## src/rtl/mips_multicycle_sequencer.sv

```systemverilog
// Multi-cycle control FSM for the non-pipelined MIPS core.
// Sequences fetch/decode/execute/memory/writeback over one shared memory port.
module mips_multicycle_sequencer #(
  parameter int MEM_WAIT_MAX = 15,
  parameter int CNT_W        = 32
) (
  input  logic             clk,
  input  logic             reset,
  input  logic [5:0]       opcode,
  input  logic             zero,
  input  logic             mem_ready,
  input  logic             halt_req,
  output logic             mem_req,
  output logic             mem_we,
  output logic             i_or_d,
  output logic             ir_write,
  output logic             pc_write,
  output logic [1:0]       pc_src,
  output logic             alu_src_a,
  output logic [1:0]       alu_src_b,
  output logic [1:0]       alu_op,
  output logic             reg_write,
  output logic [1:0]       reg_dst,
  output logic [1:0]       memto_reg,
  output logic             halted,
  output logic [1:0]       err_code,
  output logic [CNT_W-1:0] instr_retired
);

  localparam logic [5:0] OP_R   = 6'b000000;
  localparam logic [5:0] OP_J   = 6'b000010;
  localparam logic [5:0] OP_JAL = 6'b000011;
  localparam logic [5:0] OP_BEQ = 6'b000100;
  localparam logic [5:0] OP_LW  = 6'b100011;
  localparam logic [5:0] OP_SW  = 6'b101011;

  localparam logic [7:0] WAIT_LAST = 8'(MEM_WAIT_MAX - 1);

  typedef enum logic [3:0] {
    S_FETCH,
    S_DECODE,
    S_EXEC_R,
    S_RWB,
    S_ADDR,
    S_MEM_RD,
    S_LWB,
    S_MEM_WR,
    S_BRANCH,
    S_JUMP,
    S_HALT,
    S_ERROR
  } state_t;

  state_t     state;
  logic [7:0] wait_cnt;
  logic       mem_st;
  logic       done;

  assign mem_st = (state == S_FETCH) ||
                  (state == S_MEM_RD) ||
                  (state == S_MEM_WR);

  // States that complete an instruction this cycle
  assign done = (state == S_RWB) ||
                (state == S_LWB) ||
                (state == S_BRANCH) ||
                (state == S_JUMP) ||
                ((state == S_MEM_WR) && mem_ready);

  always_ff @(posedge clk) begin
    if (reset) begin
      state         <= S_FETCH;
      wait_cnt      <= '0;
      err_code      <= 2'b00;
      instr_retired <= '0;
    end else begin
      if (mem_st && !mem_ready) begin
        if (wait_cnt == WAIT_LAST) begin
          wait_cnt <= '0;
          state    <= S_ERROR;
          err_code <= 2'b01;
        end else begin
          wait_cnt <= wait_cnt + 8'd1;
        end
      end else begin
        wait_cnt <= '0;
      end

      if (done) begin
        state         <= halt_req ? S_HALT : S_FETCH;
        instr_retired <= instr_retired + 1'b1;
      end else begin
        unique case (state)
          S_FETCH:  if (mem_ready) state <= S_DECODE;
          S_DECODE: begin
            unique case (opcode)
              OP_R:          state <= S_EXEC_R;
              OP_LW, OP_SW:  state <= S_ADDR;
              OP_BEQ:        state <= S_BRANCH;
              OP_J, OP_JAL:  state <= S_JUMP;
              default: begin
                state    <= S_ERROR;
                err_code <= 2'b10;
              end
            endcase
          end
          S_EXEC_R: state <= S_RWB;
          S_ADDR:   state <= (opcode == OP_LW) ? S_MEM_RD : S_MEM_WR;
          S_MEM_RD: if (mem_ready) state <= S_LWB;
          S_HALT:   if (!halt_req) state <= S_FETCH;
          default:  ;
        endcase
      end
    end
  end

  logic mem_we_d, ir_write_d, pc_write_d, reg_write_d;

  always_comb begin
    mem_req     = 1'b0;
    mem_we_d    = 1'b0;
    i_or_d      = 1'b0;
    ir_write_d  = 1'b0;
    pc_write_d  = 1'b0;
    pc_src      = 2'b00;
    alu_src_a   = 1'b0;
    alu_src_b   = 2'b00;
    alu_op      = 2'b00;
    reg_write_d = 1'b0;
    reg_dst     = 2'b00;
    memto_reg   = 2'b00;
    halted      = 1'b0;
    unique case (state)
      S_FETCH: begin
        mem_req    = 1'b1;
        alu_src_b  = 2'b01;
        ir_write_d = mem_ready;
        pc_write_d = mem_ready;
      end
      S_DECODE: alu_src_b = 2'b11;
      S_EXEC_R: begin
        alu_src_a = 1'b1;
        alu_op    = 2'b10;
      end
      S_RWB: begin
        reg_write_d = 1'b1;
        reg_dst     = 2'b01;
      end
      S_ADDR: begin
        alu_src_a = 1'b1;
        alu_src_b = 2'b10;
      end
      S_MEM_RD: begin
        mem_req = 1'b1;
        i_or_d  = 1'b1;
      end
      S_LWB: begin
        reg_write_d = 1'b1;
        memto_reg   = 2'b01;
      end
      S_MEM_WR: begin
        mem_req  = 1'b1;
        mem_we_d = 1'b1;
        i_or_d   = 1'b1;
      end
      S_BRANCH: begin
        alu_src_a  = 1'b1;
        alu_op     = 2'b01;
        pc_src     = 2'b01;
        pc_write_d = zero;
      end
      S_JUMP: begin
        pc_src     = 2'b10;
        pc_write_d = 1'b1;
        if (opcode == OP_JAL) begin
          reg_write_d = 1'b1;
          reg_dst     = 2'b10;
          memto_reg   = 2'b10;
        end
      end
      S_HALT:  halted = 1'b1;
      default: ;
    endcase
  end

  // No architectural write may land while reset is asserted
  assign mem_we    = mem_we_d    & ~reset;
  assign ir_write  = ir_write_d  & ~reset;
  assign pc_write  = pc_write_d  & ~reset;
  assign reg_write = reg_write_d & ~reset;

endmodule
```

## config.mk

```make
export PLATFORM = sky130hd
export DESIGN_NAME = mips_multicycle_sequencer
export DESIGN_NICKNAME = d
export VERILOG_FILES = /design/src/rtl/mips_multicycle_sequencer.sv
export SDC_FILE = /design/constraint.sdc
export NUM_CORES = 1
export LEC_CHECK = 0
export BUFFER_PORTS_ARGS = -buffer_cell sky130_fd_sc_hd__buf_2
export CORE_MARGIN = 4
export CORE_UTILIZATION = 45
export CTS_CLUSTER_SIZE = 40
export DETAILED_ROUTE_END_ITERATION = 12
export MAX_ROUTING_LAYER = met4
export PLACE_DENSITY_LB_ADDON = 0.15
export SLEW_MARGIN = 20
export SYNTH_ARGS = -nofsm -noshare
export SYNTH_HDL_FRONTEND = slang
export SYNTH_SLANG_ARGS = --single-unit
```

## constraint.sdc

```tcl
create_clock -name clk -period 3.8 [get_ports clk]
set_input_delay 0.57 -clock clk [delete_from_list [all_inputs] [get_ports clk]]
set_output_delay 0.57 -clock clk [all_outputs]
set_load 0.01 [all_outputs]
```

==> results.yml, run 1 <==
min_path:
  hp-class: "reg -> reg"
  hp-start: "err_code[1]"
  whs_endpoint: "err_code[1]"
  hold_path_depth: 2
critical_path:
  slowest_stage: "dfxtp_1"
  r2r_cells: 6
  worst-path-max-fanout: 22
  crit_top_cell: "nor2_1"
  path_depth: 6
  max_stage_delay_ps: 770
  r2r-start: "state[3]"
  cp-start-kind: "flip-flop"
  path_delay_family: "simple AND/OR/NAND/NOR gates"
  worst-path-buf-inv: 1
  critPathArrivalTime_ps: 2220
  critPathCaptureType: "output port"
  path_cells: "nor3b_2, and2_1, and4_1, nor2_1, nor2_1, buf_2"
  crit_path_start: "state[3]"
  r2r_slack_ps: 1050
  cp.required_ps: 3230
  rr_endpoint: "instr_retired[31]"
  crit_type: "reg -> out"
logic_synthesis:
  yosysWarnings: 0
  synth_top_cell_by_area: "dfxtp_1"
  synth_common_cells: "dfxtp_1 (46), a21oi_1 (40), nor2_1 (36)"
  avgSynthCellArea_um2: 7.79
  synth_most_common_cell: "dfxtp_1"
  seq_area_frac_synth: 0.355
  synthesis.area_mm2: 0.00259
  syn_nets: 347
  synth_cell_types: 49
  ys.flop_type: "dfxtp_1"
  synth_edf_count: 0
  ys_ff_latch: 46
  synthArstFlopShare: 0
  synthTopCellsByArea: "dfxtp_1 (36%), a21oi_1 (7.7%), nor2_1 (5.2%)"
  syn_inst: 333
  synth_top_area_frac: 0.355
sta:
  min_period_ps: 2790
  finalCritPeriodShare: 0.735
  worst_slew_pin_slew_ps: 839
  max_clock_freq_ghz: 0.358
  rsz0062_at_grt: "false"
  report.final.slew_viol_count: 0
  hold_viol_final: 0
  slew_headroom: 0.440
  fin_skew_ps: 10.3
  setup_viol_count_final: 0
  fin_tns_setup_ps: 0
pwr:
  leakage_nw: 1.12
  power.density_mw_per_mm2: 465
  peakVddDrop_mv: 0.299
  power_w: 0.00141
clocking:
  post_cts.repair.setup_buffers: 0
  cts_hold_buf: 0
  cts_buffer_depth: 2
  cts_tree: "done"
  htree_levels: 2
  root_buffer: "clkbuf_8"
  numCtsBuffers: 5
  cts_sinks: 46
  cts_resized: 0
  clk_pin_slew_worst_paths_ps: 80
  clk_latency_ps: 290
layout:
  area_delta_synth_final_pct: 16.7
  fillerInstances: 559
  drive_gt1_frac: 0.200
  regArea_um2: 921
  finish.net_count: 398
  insertedDiodeCount: 0
  multi_input_area_mm2: 0.00157
die:
  ios: 63
  die_h_um: 83.9
  coreArea_mm2: 0.00554
  dieArea_mm2: 0.00704
  initial_utilization: 0.468
  rows: 27
  die-width_um: 83.9
grt:
  grt_max_degree: 45
  first_global_vias: 2335
  grt_pass1_wl_um: 10800
  grt_use_total: 0.185
  grt_overflow_total: 0
  antenna_found_initial: 0
route:
  first_pass_iters: 4
  drt_iter0_drc: 193
  drc: 0
  ant_nets: 0
  routed_wl_um: 6500
  via_count: 2660
  wl_per_cell_um: 14.2
  vias_per_cell: 5.82
flow_run:
  maxCapViolations: 0
outcome:
  status: "completed"
place:
  port_buffers: 62
  dp_hpwl_um: 4590
  place_congestion: 0.848
[per-layer routing]
metal  vias up  wire, µm  track usage
met3         8       373       0.0346
met1      1225      3240        0.253
met2        88      2810        0.281
met4         0        69       0.0453
met5         -         0            -
li1       1339         -            -
[layout by cell type, fill, tap and decap left out, types with 3 or more instances in the layout]
cell and n:
a211oi_1 4, a21oi_1 40, and2_1 6, and3_1 4, and4_1 6, buf_2 62
clkbuf_8 5, dfxtp_1 46, ha_1 3, inv_1 5, nand2_1 23, nand3_1 16
nand3b_1 3, nand4_1 9, nor2_1 36, nor3_1 12, nor4_1 3, o21ai_0 12
o31ai_1 13, or2_2 4, or3_1 10, or4_1 12, xnor2_1 13, xor2_1 4
[area by class of cell]
| type | count | area share |
|---|---|---|
| Timing Repair Buffer | 63 | 0.105 |
| Sequential cell | 46 | 0.304 |
| Clock inverter | 1 | 0.00993 |
| Clock buffer | 7 | 0.0252 |
| Tap cell | 72 | 0.0298 |
| Multi-Input combinational cell | 262 | 0.518 |
| Inverter | 6 | 0.00744 |
[sequential cells by signal, indices dropped and copies added (netlist names)]
signal and count:
instr_retired 32, state 4, err_code 2, wait_cnt 8
[through the flow]
stage                     setup WS [ps]  hold slack [ps]   util  area, µm²  instances
after floorplan                    1640              441      -       2590        333
after global placement             1150              444  0.527       2920        449
after detailed placement           1070              450  0.527       2920        449
after CTS                          1010              462  0.546       3030        457
after global routing                798              483  0.546       3030        457
final                              1010              459  0.546       3030        457
[power breakdown]
group	internal, W	switching (W)	leakage (nW)
combinational	0.000187	0.000269	0.695
clock	0.000197	0.000157	0.0524
sequential	0.000510	0.0000884	0.372
total	0.000893	0.000514	1.12
[logic make-up (layout without fill, tap and decap cells)]
| logic type | count (synthesis) | count (layout) | synth area share |
|---|---|---|---|
| XOR/XNOR | 17 | 17 | 0.0574 |
| AND/OR/NAND/NOR | 153 | 153 | 0.318 |
| AO/OA/AOI/OAI | 88 | 88 | 0.211 |
| adder cells (fa/ha/maj) | 3 | 3 | 0.0145 |
| buffers and inverters | 25 | 77 | 0.0401 |
| flip-flops | 46 | 46 | 0.355 |
| multiplexers | 1 | 1 | 0.00386 |
[worst max-delay path by stage]
stage,end,slack [ps]
floorplan,reg_write,1640
global placement,instr_retired[31],1150
detailed placement,instr_retired[31],1070
CTS,reg_write,1010
global route,instr_retired[31],800
finish,reg_write,1010
[worst reg2reg max path: cells and delay by family (launching register included)]
kind	cells	cell delay, ps
buf+inv	1	220
compound gates	3	730
flops	1	770
simple gates	2	970
Power figures use the tool's default switching activity.
==> inputs of run 2 (changes only) <==
--- a/config.mk
+++ b/config.mk
@@ -5,6 +5,7 @@
 export SDC_FILE = /design/constraint.sdc
 export NUM_CORES = 1
 export LEC_CHECK = 0
+export ABC_AREA = 1
 export BUFFER_PORTS_ARGS = -buffer_cell sky130_fd_sc_hd__buf_2
 export CORE_MARGIN = 4
 export CORE_UTILIZATION = 45
==> constraint.sdc (replaced) <==
create_clock -name clk -period 2.4 [get_ports clk]
set_input_delay 0.36 -clock clk [delete_from_list [all_inputs] [get_ports clk]]
set_output_delay 0.36 -clock clk [all_outputs]
set_load 0.01 [all_outputs]
==> run 2 against run 1 <==
Synthesized cell count increased by 49%. Largest power group unchanged. Via count up 19%. Flip-flop and latch count did not move. Critical path type unchanged. Register-to-register slack worse by 500 ps. Wire length is 18% higher. Combinational power rose by 89%. Clock-buffer cell count down 2. Die area increased by 14%. Clock skew down 5.4 ps. Synthesized area is 16% higher. First-iteration DRC count shrank 22%. Critical path depth up 1.
==> results.yml, run 2 <==
sta:
  slew_headroom: 0.664
  setup_ws_ps: 240
  finalCritPeriodShare: 0.900
  report.final.slew_viol_count: 0
  rsz0062_at_grt: "false"
  setup_viol_count_final: 0
  max_clock_freq_ghz: 0.463
  min_period_ps: 2160
  fin_tns_setup_ps: 0
  worst_slew_pin_slew_ps: 505
  fin_skew_ps: 4.87
  hold_viol_final: 0
place:
  pre_cts_ws_ps: 488
  placed_area_mm2: 0.00335
  place_inst: 629
  dp_hpwl_um: 5910
  port_buffers: 62
  place_congestion: 0.970
critical_path:
  critPathCaptureType: "output port"
  path_cells: "inv_1, nor2_1, inv_1, nor2_2, nand4_1, a31oi_1, buf_2"
  cp.required_ps: 2040
  r2r_cells: 9
  cp-start-kind: "flip-flop"
  crit_top_cell: "inv_1"
  path_delay_family: "simple AND/OR/NAND/NOR gates"
  path_depth: 7
  crit_type: "reg -> out"
  max_stage_delay_ps: 430
  critPathArrivalTime_ps: 1800
  worst-path-buf-inv: 3
  slowest_stage: "dfxtp_1"
  worst-path-max-fanout: 4
logic_synthesis:
  avgSynthCellArea_um2: 6.03
  syn_inst: 497
  ys.flop_type: "dfxtp_1"
  synth_edf_count: 0
  synthTopCellsByArea: "dfxtp_1 (31%), nand2_1 (23%), nor2_1 (12%)"
  yosysWarnings: 0
  synth_most_common_cell: "nand2_1"
  synth_top_area_frac: 0.307
  syn_nets: 511
  synthArstFlopShare: 0
  synth_cell_types: 34
  seq_area_frac_synth: 0.307
  synthesis.area_mm2: 0.00300
  synth_common_cells: "nand2_1 (184), nor2_1 (94), dfxtp_1 (46)"
  ys_ff_latch: 46
  synth_top_cell_by_area: "dfxtp_1"
layout:
  final_area_mm2: 0.00345
  regMostFlops: "instr_retired"
  largest_register_ff_count: 32
  final_cell_mix: "nand2_1 (184), nor2_1 (93), buf_2 (62)"
  mostFrequentLayoutCell: "nand2_1"
  drive_gt1_frac: 0.166
  reg_top3: "instr_retired (32), wait_cnt (8), state (4)"
  instances_no_fill: 637
  insertedDiodeCount: 0
  fillerInstances: 691
  area_delta_synth_final_pct: 15.0
  finish.net_count: 573
grt:
  grt_use_total: 0.206
  first_global_vias: 2852
  grt_max_degree: 33
  antenna_found_initial: 0
  grt_pass1_wl_um: 12800
  grt_overflow_total: 0
pwr:
  power.density_mw_per_mm2: 650
  p_int_w: 0.00127
  peakVddDrop_mv: 0.500
  leakage_nw: 1.55
  power_switching_w: 0.000967
  pwr-share-comb: 0.385
  switching_share: 0.431
  power_frac_seq: 0.390
  clkPwrFrac: 0.225
clocking:
  cts_tree: "done"
  clk_latency_ps: 300
  numCtsBuffers: 5
  htree_levels: 2
  clk_pin_slew_worst_paths_ps: 90
  cts_buffer_depth: 2
  root_buffer: "clkbuf_8"
  cts_sinks: 46
  cts_hold_buf: 0
die:
  dieArea_mm2: 0.00803
  rows: 29
  die_h_um: 89.6
  ios: 63
  die-width_um: 89.6
  coreArea_mm2: 0.00642
  initial_utilization: 0.467
route:
  vias_per_cell: 4.96
  via_count: 3157
  wl_per_cell_um: 12.0
  drc: 0
  drt_iter0_drc: 151
  ant_nets: 0
  routed_wl_um: 7640
  first_pass_iters: 4
flow_run:
  maxCapViolations: 0
outcome:
  status: "completed"
min_path:
  hold_path_depth: 3
  hp-class: "in -> reg"
==> run 2: final cells by class <==
cell class | instances | area [µm²] | area share
multi-input cells | 399 | 1850 | 0.537
flip-flops and latches | 46 | 921 | 0.267
repair buffers | 63 | 318 | 0.0922
inverters | 44 | 168 | 0.0486
well taps | 77 | 96.3 | 0.0279
clock buffers | 5 | 68.8 | 0.0200
clock inverters | 3 | 25.0 | 0.00726
==> run 2: what timing repair did <==
action / CTS / global route
gates resized for setup: 0 / 1
buffers inserted: 0 / 0
endpoints found under the setup margin: 0 / 1
==> run 2: path summary, 6_finish.rpt <==
path	start	end	slack, ps
hold reg to reg	wait_cnt[3]	wait_cnt[3]	480
setup / recovery	state[3]	reg_write	240
hold / removal	halt_req	state[3]	360
setup reg to reg	state[2]	instr_retired[19]	550
==> run 2: power groups by stage <==
stage,sequential (W),combinational (W),clock (W)
after floorplan,0.000887,0.000681,0
after global placement,0.000889,0.000870,0
after detailed placement,0.000890,0.000864,0
after CTS,0.000873,0.000870,0.000522
after global routing,0.000886,0.000983,0.000554
final,0.000873,0.000863,0.000505
==> run 2: logic make-up (layout without fill, tap and decap cells) <==
kind of cell / Yosys count / after routing / share of synthesized area
DFF: 46 / 46 / 0.307
xor gates and xnor gates: 12 / 12 / 0.0351
and+or+nand+nor: 338 / 338 / 0.487
adders and majority gates: 3 / 3 / 0.0125
AOI/OAI and AO/OA: 46 / 46 / 0.0818
buffers and inverters: 52 / 115 / 0.0760
==> run 2: routing by layer <==
layer	part of all wire	vias to the layer above	track usage
li1	-	1693	-
met1	0.46	1373	0.253
met2	0.48	77	0.346
met3	0.046	14	0.0301
met4	0.020	0	0.0636
met5	0	-	-
==> run 2: worst reg2reg max path: cells and delay by family (launching register included) <==
| kind | cells | cell delay [ps] |
|---|---|---|
| flip-flops | 1 | 450 |
| AND/OR/NAND/NOR | 8 | 1060 |
| buffers and inverters | 1 | 230 |
==> run 2: per-stage QoR <==
stage,power (W),hold WS (ps),utilization
detailed placement,0.00175,470,0.522
finish,0.00224,363,0.537
global placement,0.00176,462,0.522
floorplan,0.00157,439,-
global route,0.00242,396,0.537
CTS,0.00226,349,0.537
